## config.mk

```make
export PLATFORM = sky130hd
export DESIGN_NAME = mem_port_arbiter
export DESIGN_NICKNAME = d
export VERILOG_FILES = /design/src/rtl/mem_port_arbiter_pkg.sv /design/src/rtl/mem_arb_watchdog.sv /design/src/rtl/mem_port_arbiter.sv
export SDC_FILE = /design/constraint.sdc
export NUM_CORES = 1
export LEC_CHECK = 0
export BUFFER_PORTS_ARGS = -buffer_cell sky130_fd_sc_hd__buf_2
export CAP_MARGIN = 20
export CORE_UTILIZATION = 36
export DETAILED_ROUTE_END_ITERATION = 7
export GPL_TIMING_DRIVEN = 0
export PLACE_DENSITY = 0.65
export SETUP_SLACK_MARGIN = 0.3
export SLEW_MARGIN = 5
export SYNTH_ARGS = -nofsm -noshare
export SYNTH_HDL_FRONTEND = slang
export SYNTH_HIERARCHICAL = 1
export SYNTH_SLANG_ARGS = --single-unit
```

## constraint.sdc

```tcl
create_clock -name clk -period 4.39 [get_ports clk]
set_input_delay 0.878 -clock clk [delete_from_list [all_inputs] [get_ports clk]]
set_output_delay 0.878 -clock clk [all_outputs]
set_load 0.02 [all_outputs]
```

## src/rtl/mem_port_arbiter_pkg.sv

```systemverilog
// Shared types and defaults for the IF/MEM memory port arbiter.
package mem_port_arbiter_pkg;

    localparam int XLEN_DEF = 32;

    typedef enum logic [1:0] {
        ARB_IDLE     = 2'd0,
        ARB_BUSY_IF  = 2'd1,
        ARB_BUSY_MEM = 2'd2
    } arb_state_t;

endpackage

```

## src/rtl/mem_arb_watchdog.sv

```systemverilog
// Cycle counter for a busy memory transaction; flags expiry on the TIMEOUT-th busy cycle.
module mem_arb_watchdog #(
    parameter int TIMEOUT = 16
) (
    input  logic clk,
    input  logic rst,
    input  logic run,
    output logic expired
);

    localparam int CW = $clog2(TIMEOUT + 1);

    logic [CW-1:0] cnt;

    // Dropping run (back in IDLE) clears the count for the next transaction.
    always_ff @(posedge clk) begin
        if (rst || !run)
            cnt <= '0;
        else if (!expired)
            cnt <= cnt + 1'b1;
    end

    assign expired = run && (cnt == CW'(TIMEOUT - 1));

endmodule

```

## src/rtl/mem_port_arbiter.sv

```systemverilog
// Shares one single-port memory between fetch (IF) and load/store (MEM), one transaction at a time.
module mem_port_arbiter
    import mem_port_arbiter_pkg::*;
#(
    parameter int XLEN           = XLEN_DEF,
    parameter int MAX_MEM_STREAK = 4,
    parameter int TIMEOUT        = 16
) (
    input  logic            clk,
    input  logic            rst,
    input  logic            if_req,
    input  logic [XLEN-1:0] if_addr,
    output logic [XLEN-1:0] if_rdata,
    output logic            if_rvalid,
    output logic            if_stall,
    input  logic            flush,
    input  logic            mem_req,
    input  logic            mem_we,
    input  logic [3:0]      mem_be,
    input  logic [XLEN-1:0] mem_addr,
    input  logic [XLEN-1:0] mem_wdata,
    output logic [XLEN-1:0] mem_rdata,
    output logic            mem_done,
    output logic            mem_stall,
    output logic            mp_req,
    output logic            mp_we,
    output logic [3:0]      mp_be,
    output logic [XLEN-1:0] mp_addr,
    output logic [XLEN-1:0] mp_wdata,
    input  logic            mp_ack,
    input  logic [XLEN-1:0] mp_rdata,
    output logic            timeout_err
);

    localparam int SW = $clog2(MAX_MEM_STREAK + 1);
    localparam logic [SW-1:0] STREAK_MAX = SW'(MAX_MEM_STREAK);

    arb_state_t    state;
    logic [SW-1:0] streak;
    logic          fetch_flushed;
    logic          wd_expired;

    mem_arb_watchdog #(.TIMEOUT(TIMEOUT)) u_wdog (
        .clk     (clk),
        .rst     (rst),
        .run     (state != ARB_IDLE),
        .expired (wd_expired)
    );

    assign if_stall  = if_req  & ~if_rvalid;
    assign mem_stall = mem_req & ~mem_done;

    always_ff @(posedge clk) begin
        if (rst) begin
            state         <= ARB_IDLE;
            streak        <= '0;
            fetch_flushed <= 1'b0;
            mp_req        <= 1'b0;
            mp_we         <= 1'b0;
            mp_be         <= '0;
            mp_addr       <= '0;
            mp_wdata      <= '0;
            if_rdata      <= '0;
            mem_rdata     <= '0;
            if_rvalid     <= 1'b0;
            mem_done      <= 1'b0;
            timeout_err   <= 1'b0;
        end else begin
            if_rvalid   <= 1'b0;
            mem_done    <= 1'b0;
            timeout_err <= 1'b0;
            case (state)
                ARB_IDLE: begin
                    fetch_flushed <= 1'b0;
                    // MEM wins unless IF has waited through a full streak of MEM grants.
                    if (mem_req && (!if_req || streak < STREAK_MAX)) begin
                        state    <= ARB_BUSY_MEM;
                        mp_req   <= 1'b1;
                        mp_we    <= mem_we;
                        mp_be    <= mem_be;
                        mp_addr  <= mem_addr;
                        mp_wdata <= mem_wdata;
                        streak   <= if_req ? streak + 1'b1 : '0;
                    end else if (if_req && !flush) begin
                        state    <= ARB_BUSY_IF;
                        mp_req   <= 1'b1;
                        mp_we    <= 1'b0;
                        mp_be    <= 4'hF;
                        mp_addr  <= if_addr;
                        mp_wdata <= '0;
                        streak   <= '0;
                    end
                end
                ARB_BUSY_IF: begin
                    if (flush)
                        fetch_flushed <= 1'b1;
                    if (mp_ack) begin
                        mp_req <= 1'b0;
                        state  <= ARB_IDLE;
                        // A flushed fetch still completes on the port but is never delivered.
                        if (!(flush || fetch_flushed)) begin
                            if_rdata  <= mp_rdata;
                            if_rvalid <= 1'b1;
                        end
                    end else if (wd_expired) begin
                        mp_req      <= 1'b0;
                        timeout_err <= 1'b1;
                        state       <= ARB_IDLE;
                    end
                end
                ARB_BUSY_MEM: begin
                    if (mp_ack) begin
                        mp_req   <= 1'b0;
                        state    <= ARB_IDLE;
                        mem_done <= 1'b1;
                        if (!mp_we)
                            mem_rdata <= mp_rdata;
                    end else if (wd_expired) begin
                        mp_req      <= 1'b0;
                        timeout_err <= 1'b1;
                        state       <= ARB_IDLE;
                    end
                end
                default: state <= ARB_IDLE;
            endcase
        end
    end

endmodule

```

* After elaboration in Yosys (flattened, before gate mapping) *
Index checks and enable logic that the tools add are counted.

operators by class
  add/subtract/negate cells = 2
  magnitude comparators = 1
  mux-type cells = 26
  divide/modulo/power cells = 0
  reductions and logical operators = 24
  multipliers = 0
  shift-type cells = 0
  equality and inequality tests = 6
  bitwise logic cells = 10

operator list
  kind                                                   number
  2-to-1 mux 32 bit                                      4
  2-to-1 mux 1 bit                                       10
  2-to-1 mux 3 bit                                       3
  AND reduction 3 bit                                    3
  2-to-1 mux 2 bit                                       4
  2-to-1 mux 4 bit                                       2
  NOT 1 bit                                              8
  nonzero test 2 bit                                     4
  AND reduction 2 bit                                    3
  OR reduction 3 bit                                     2
  adder 5 x 1 -> 5 bit, second input constant            1
  == test 5 x 4 -> 1 bit, second input constant          1
  case mux 1 bit (2 select lines)                        2
  case mux 2 bit (2 select lines)                        1
  OR reduction 2 bit                                     2
  adder 3 x 1 -> 3 bit, second input constant            1
  logical AND 1 bit                                      3
  logical NOT 1 bit                                      3
  logical OR 1 bit                                       3
  less-than comparator 3 bit, second input constant      1
  inequality test 3 x 1 -> 1 bit, second input constant  1
  inequality test 3 bit, second input constant           1
  bitwise AND 1 bit                                      2
  == test 2 x 1 -> 1 bit, second input constant          1
  3 further kinds                                        3

word-level totals
  output and inout bits = 139
  bits in read-only memories = 0
  memories = 0
  bits in latches = 0
  word-level logic and storage cells = 83
  bits in writable memories = 0
  flip-flop bits (word level) = 148

* Logic depth before layout (Yosys ltp) *
  depth in word-level cells = 5
  depth in mapped cells = 9
  mapped depth without buffers = 8

* By module *
Netlist, hierarchy kept.

by module, submodules not included
  module            cells each  seq. area each (um2)  times used  area an instance (um2)
  mem_port_arbiter  610         2,862.7               1           5,439.0
  mem_arb_watchdog  25          100.1                 1           255.2

* Worst setup path before layout *
OpenSTA, ideal clock, no wires.

  kind = in2out
  from = input if_req
  to = output if_stall
  stages on the path = 1
  path slack = 2.307 ns
  data arrival time = 1.205 ns
  cells stage by stage = nor2b_1

between the ends
  cells in the longest elaborated chain, start to end = 1

ends and longest elaborated chain
  item                RTL line                RTL
  start: declaration  mem_port_arbiter.sv:11  input logic if_req,
  bitwise AND 1 bit   mem_port_arbiter.sv:50  assign if_stall = if_req & ~if_rvalid;
  end: declaration    mem_port_arbiter.sv:15  output logic if_stall,

No other way between the ends.

* Worst setup path after layout *
Ends and elaborated chain as after synthesis.

==> metrics.md <==
| Metric | Value |
|---|---|
| Row count | `between 40 and 50` |
| Register bit total from synthesis | `approximately 150` |
| Final instance area | `7920 µm²` |
| Yosys cell types | `43` |
| Final slew viol count | `0` |
| Postcts setup bufs | `0` |
| Max Cap Viol | `0` |
| Worst-path fanout max | `9` |
| Total die area | `16300 µm²` |
| Max-slew headroom | `between 60% and 70%` |
| Port Buffer Count | `roughly 280` |
| Initial antenna violation count | `0` |
| Cell area power density | `between 400 and 500 nW/µm²` |
| Vias post-DR | `between 5000 and 6000` |
| Drt via density | `around 4.8` |
| Wire per inst | `14.7 µm` |
| Initial Util | `a little under two fifths` |
| LEAKAGE | `between 3 and 4 nW` |
| Overflow left after global routing | `0` |
| Critical path class | `in -> out` |
| Final setup violation count | `0` |
| Clock transition at path regs | `about 60 ps` |
| Gr usage total | `20.6%` |
| Chip width | `~130 µm` |
| Final HPWL DP | `roughly 13000 µm` |
| EDFF count, synth | `0` |
| Startpoint Class | `input pin` |
| RSZ-0062 raised after global routing | `false` |
| Gate power share | `around 15%` |
| CTS resizes | `0` |
| First-pass GRT wire length | `26000 µm` |
| RD Place Congestion | `just under 0.8` |
| Tmin final | `roughly 2300 ps` |
| CTS tree | `built` |
| Remaining DRCs | `0` |
| Overall Power | `around 0.0034 W` |
| Fillers | `roughly 1500` |
| Largest net degree at the start of global routing | `17` |
| Skew-Pair Late Insertion Delay | `approximately 420 ps` |
| Number of synthesis warnings | `6` |
| Post-CTS Hold Fix Bufs | `0` |
| Sequential Power Share | `43.2%` |
| Synth Cell Area | `roughly 5700 µm²` |
| CTS buffer count | `17` |
| CTS max path bufs | `2` |
| Layout cells sized above 1 | `37.3%` |
| Run status | `complete, no violations` |
| Int Power | `around 0.0025 W` |
| TritonRoute pass-1 iters | `6` |
| Switching portion of total power | `roughly a quarter` |
| CTS Sinks | `between 100 and 150` |
| I/O pins | `278` |
| Die height | `128 µm` |
| Setup Skew | `about 6.6 ps` |
| Vias in the first global route | `approximately 5300` |
| DP Worst Slack | `~2100 ps` |
| Top FF cell, synth | `dfxtp_1` |
| Nets | `between 1000 and 1500` |
| Mapped Avg Cell Area | `8.97 µm²` |
| CP Capture Type | `output pin` |
| Async SR Flop Fraction | `0%` |
| Clock group share of total power | `41.7%` |
| Syn Inst Count | `between 600 and 700` |
| Seq/Total Area, Yosys | `52.0%` |
| HP Class | `reg -> reg` |
| Clock root buffer | `clkbuf_16` |
| Final Cycle Share | `between 50% and 60%` |
| Fmax | `436 MHz` |
| Mapped Nets | `just under 800` |
| CP required | `around 3500 ps` |
| Core Area | `between 15000 and 20000 µm²` |
| Area grow syn2layout | `39.1%` |
| Post-DRT Antenna Nets | `0` |
| Critical path arrival | `1410 ps` |
| Worst-Margin Slew | `about 580 ps` |
| Final hold violations | `0` |
| DRT Wirelength | `~17000 µm` |
| Setup TNS Final | `0 ps` |
| Peak supply drop | `a little under 300 µV` |
| Placed inst area | `about 7300 µm²` |
| Violation count after the first detailed-route iteration | `between 200 and 250` |
| Final WS setup | `roughly 2100 ps` |
| CTS H-tree lvls | `4` |
| Net Sw Power | `~0.00090 W` |
-- worst max-delay path: stages --
cell and delay [ps]:
buf_2 200, nor2b_1 150, buf_2 180
-- synthesized netlist by cell type, types with 3 or more instances --
cell	number	share of area, %
inv_1	3	0.20
buf_1	6	0.40
buf_6	10	2.0
a22o_1	34	5.2
clkbuf_1	12	0.79
nor2b_1	4	0.44
ha_1	7	1.5
o21ai_0	4	0.35
nand2_1	132	8.7
buf_2	17	1.5
a22oi_1	33	4.4
and3_1	34	3.7
clkbuf_2	4	0.35
dfxtp_1	148	52
a21oi_1	132	12
nor2_1	20	1.3
nor3_1	4	0.35
-- metrics by stage --
step                      std cells  hold WS (ps)  util, %
after floorplan                 635           446        -
after global placement         1123           439     48.0
after detailed placement       1123           444     48.0
after CTS                      1152           452     51.7
after global routing           1152           467     51.7
final                          1153           448     51.7
-- layout by cell type, fill, tap and decap left out, types with 12 or more instances in the layout --
cell type  instances
a21oi_1          132
a22o_1            34
a22oi_1           33
and3_1            34
buf_2            294
clkbuf_1          12
clkbuf_16         17
dfxtp_1          148
nand2_1          132
nor2_1            20
-- metal layers --
metal | track usage, % | share of wire, % | vias to the layer above
met1 | 24.5 | 43 | 2520
met4 | 7.68 | 1.8 | 0
li1 | - | - | 2805
met5 | 0 | 0 | -
met2 | 34.9 | 48 | 196
met3 | 6.05 | 6.6 | 22
-- layout make-up --
cell class | instances | area [µm²] | area share [%]
Buffer | 51 | 300 | 3.79
Tap cell | 211 | 264 | 3.33
Timing Repair Buffer | 277 | 1390 | 17.5
Sequential cell | 148 | 2960 | 37.4
Clock buffer | 20 | 467 | 5.89
Inverter | 4 | 15.0 | 0.190
Multi-Input combinational cell | 432 | 2420 | 30.5
Antenna cell | 1 | 2.50 | 0.0316
Clock inverter | 9 | 105 | 1.33
-- registers in the layout, indices dropped and copies added (netlist names) --
name	flops
mp_wdata	32
fetch_flushed	1
if_rdata	32
mp_be	4
mp_addr	32
mem_done	1
u_wdog/cnt	5
mp_we	1
if_rvalid	1
streak	3
mem_rdata	32
mp_req	1
state	2
timeout_err	1
-- cells by family (layout without fill, tap and decap cells) --
family | count (synthesis) | after routing | share of synthesized area (%)
simple gates | 211 | 211 | 17.5
compound gates | 210 | 210 | 22.8
flops | 148 | 148 | 52.0
buf+inv | 55 | 361 | 5.54
fa+ha+maj | 7 | 7 | 1.54
xor+xnor | 3 | 3 | 0.462
mux | 1 | 1 | 0.176
other cells | 0 | 1 | 0
-- worst paths after layout --
| kind | start | endpoint | slack [ps] | cells past startpoint |
|---|---|---|---|---|
| setup / recovery | if_req | if_stall | 2100 | 3 |
| hold / removal | if_rdata[17] | if_rdata[17] | 450 | 2 |
| setup reg to reg | state[0] | mp_req | 2100 | 8 |
| hold reg to reg | if_rdata[17] | if_rdata[17] | 450 | 2 |
-- power groups by stage --
stage / logic (W) / clock network [W] / registers (W)
2_1_floorplan: 0.000219 / 0 / 0.00158
3_3_place_gp: 0.000513 / 0 / 0.00149
3_5_place_dp: 0.000517 / 0 / 0.00149
4_1_cts: 0.000518 / 0.00145 / 0.00147
5_1_grt: 0.000563 / 0.00151 / 0.00147
6_report: 0.000513 / 0.00142 / 0.00147
Note: power is estimated with default switching activity, not from simulation.
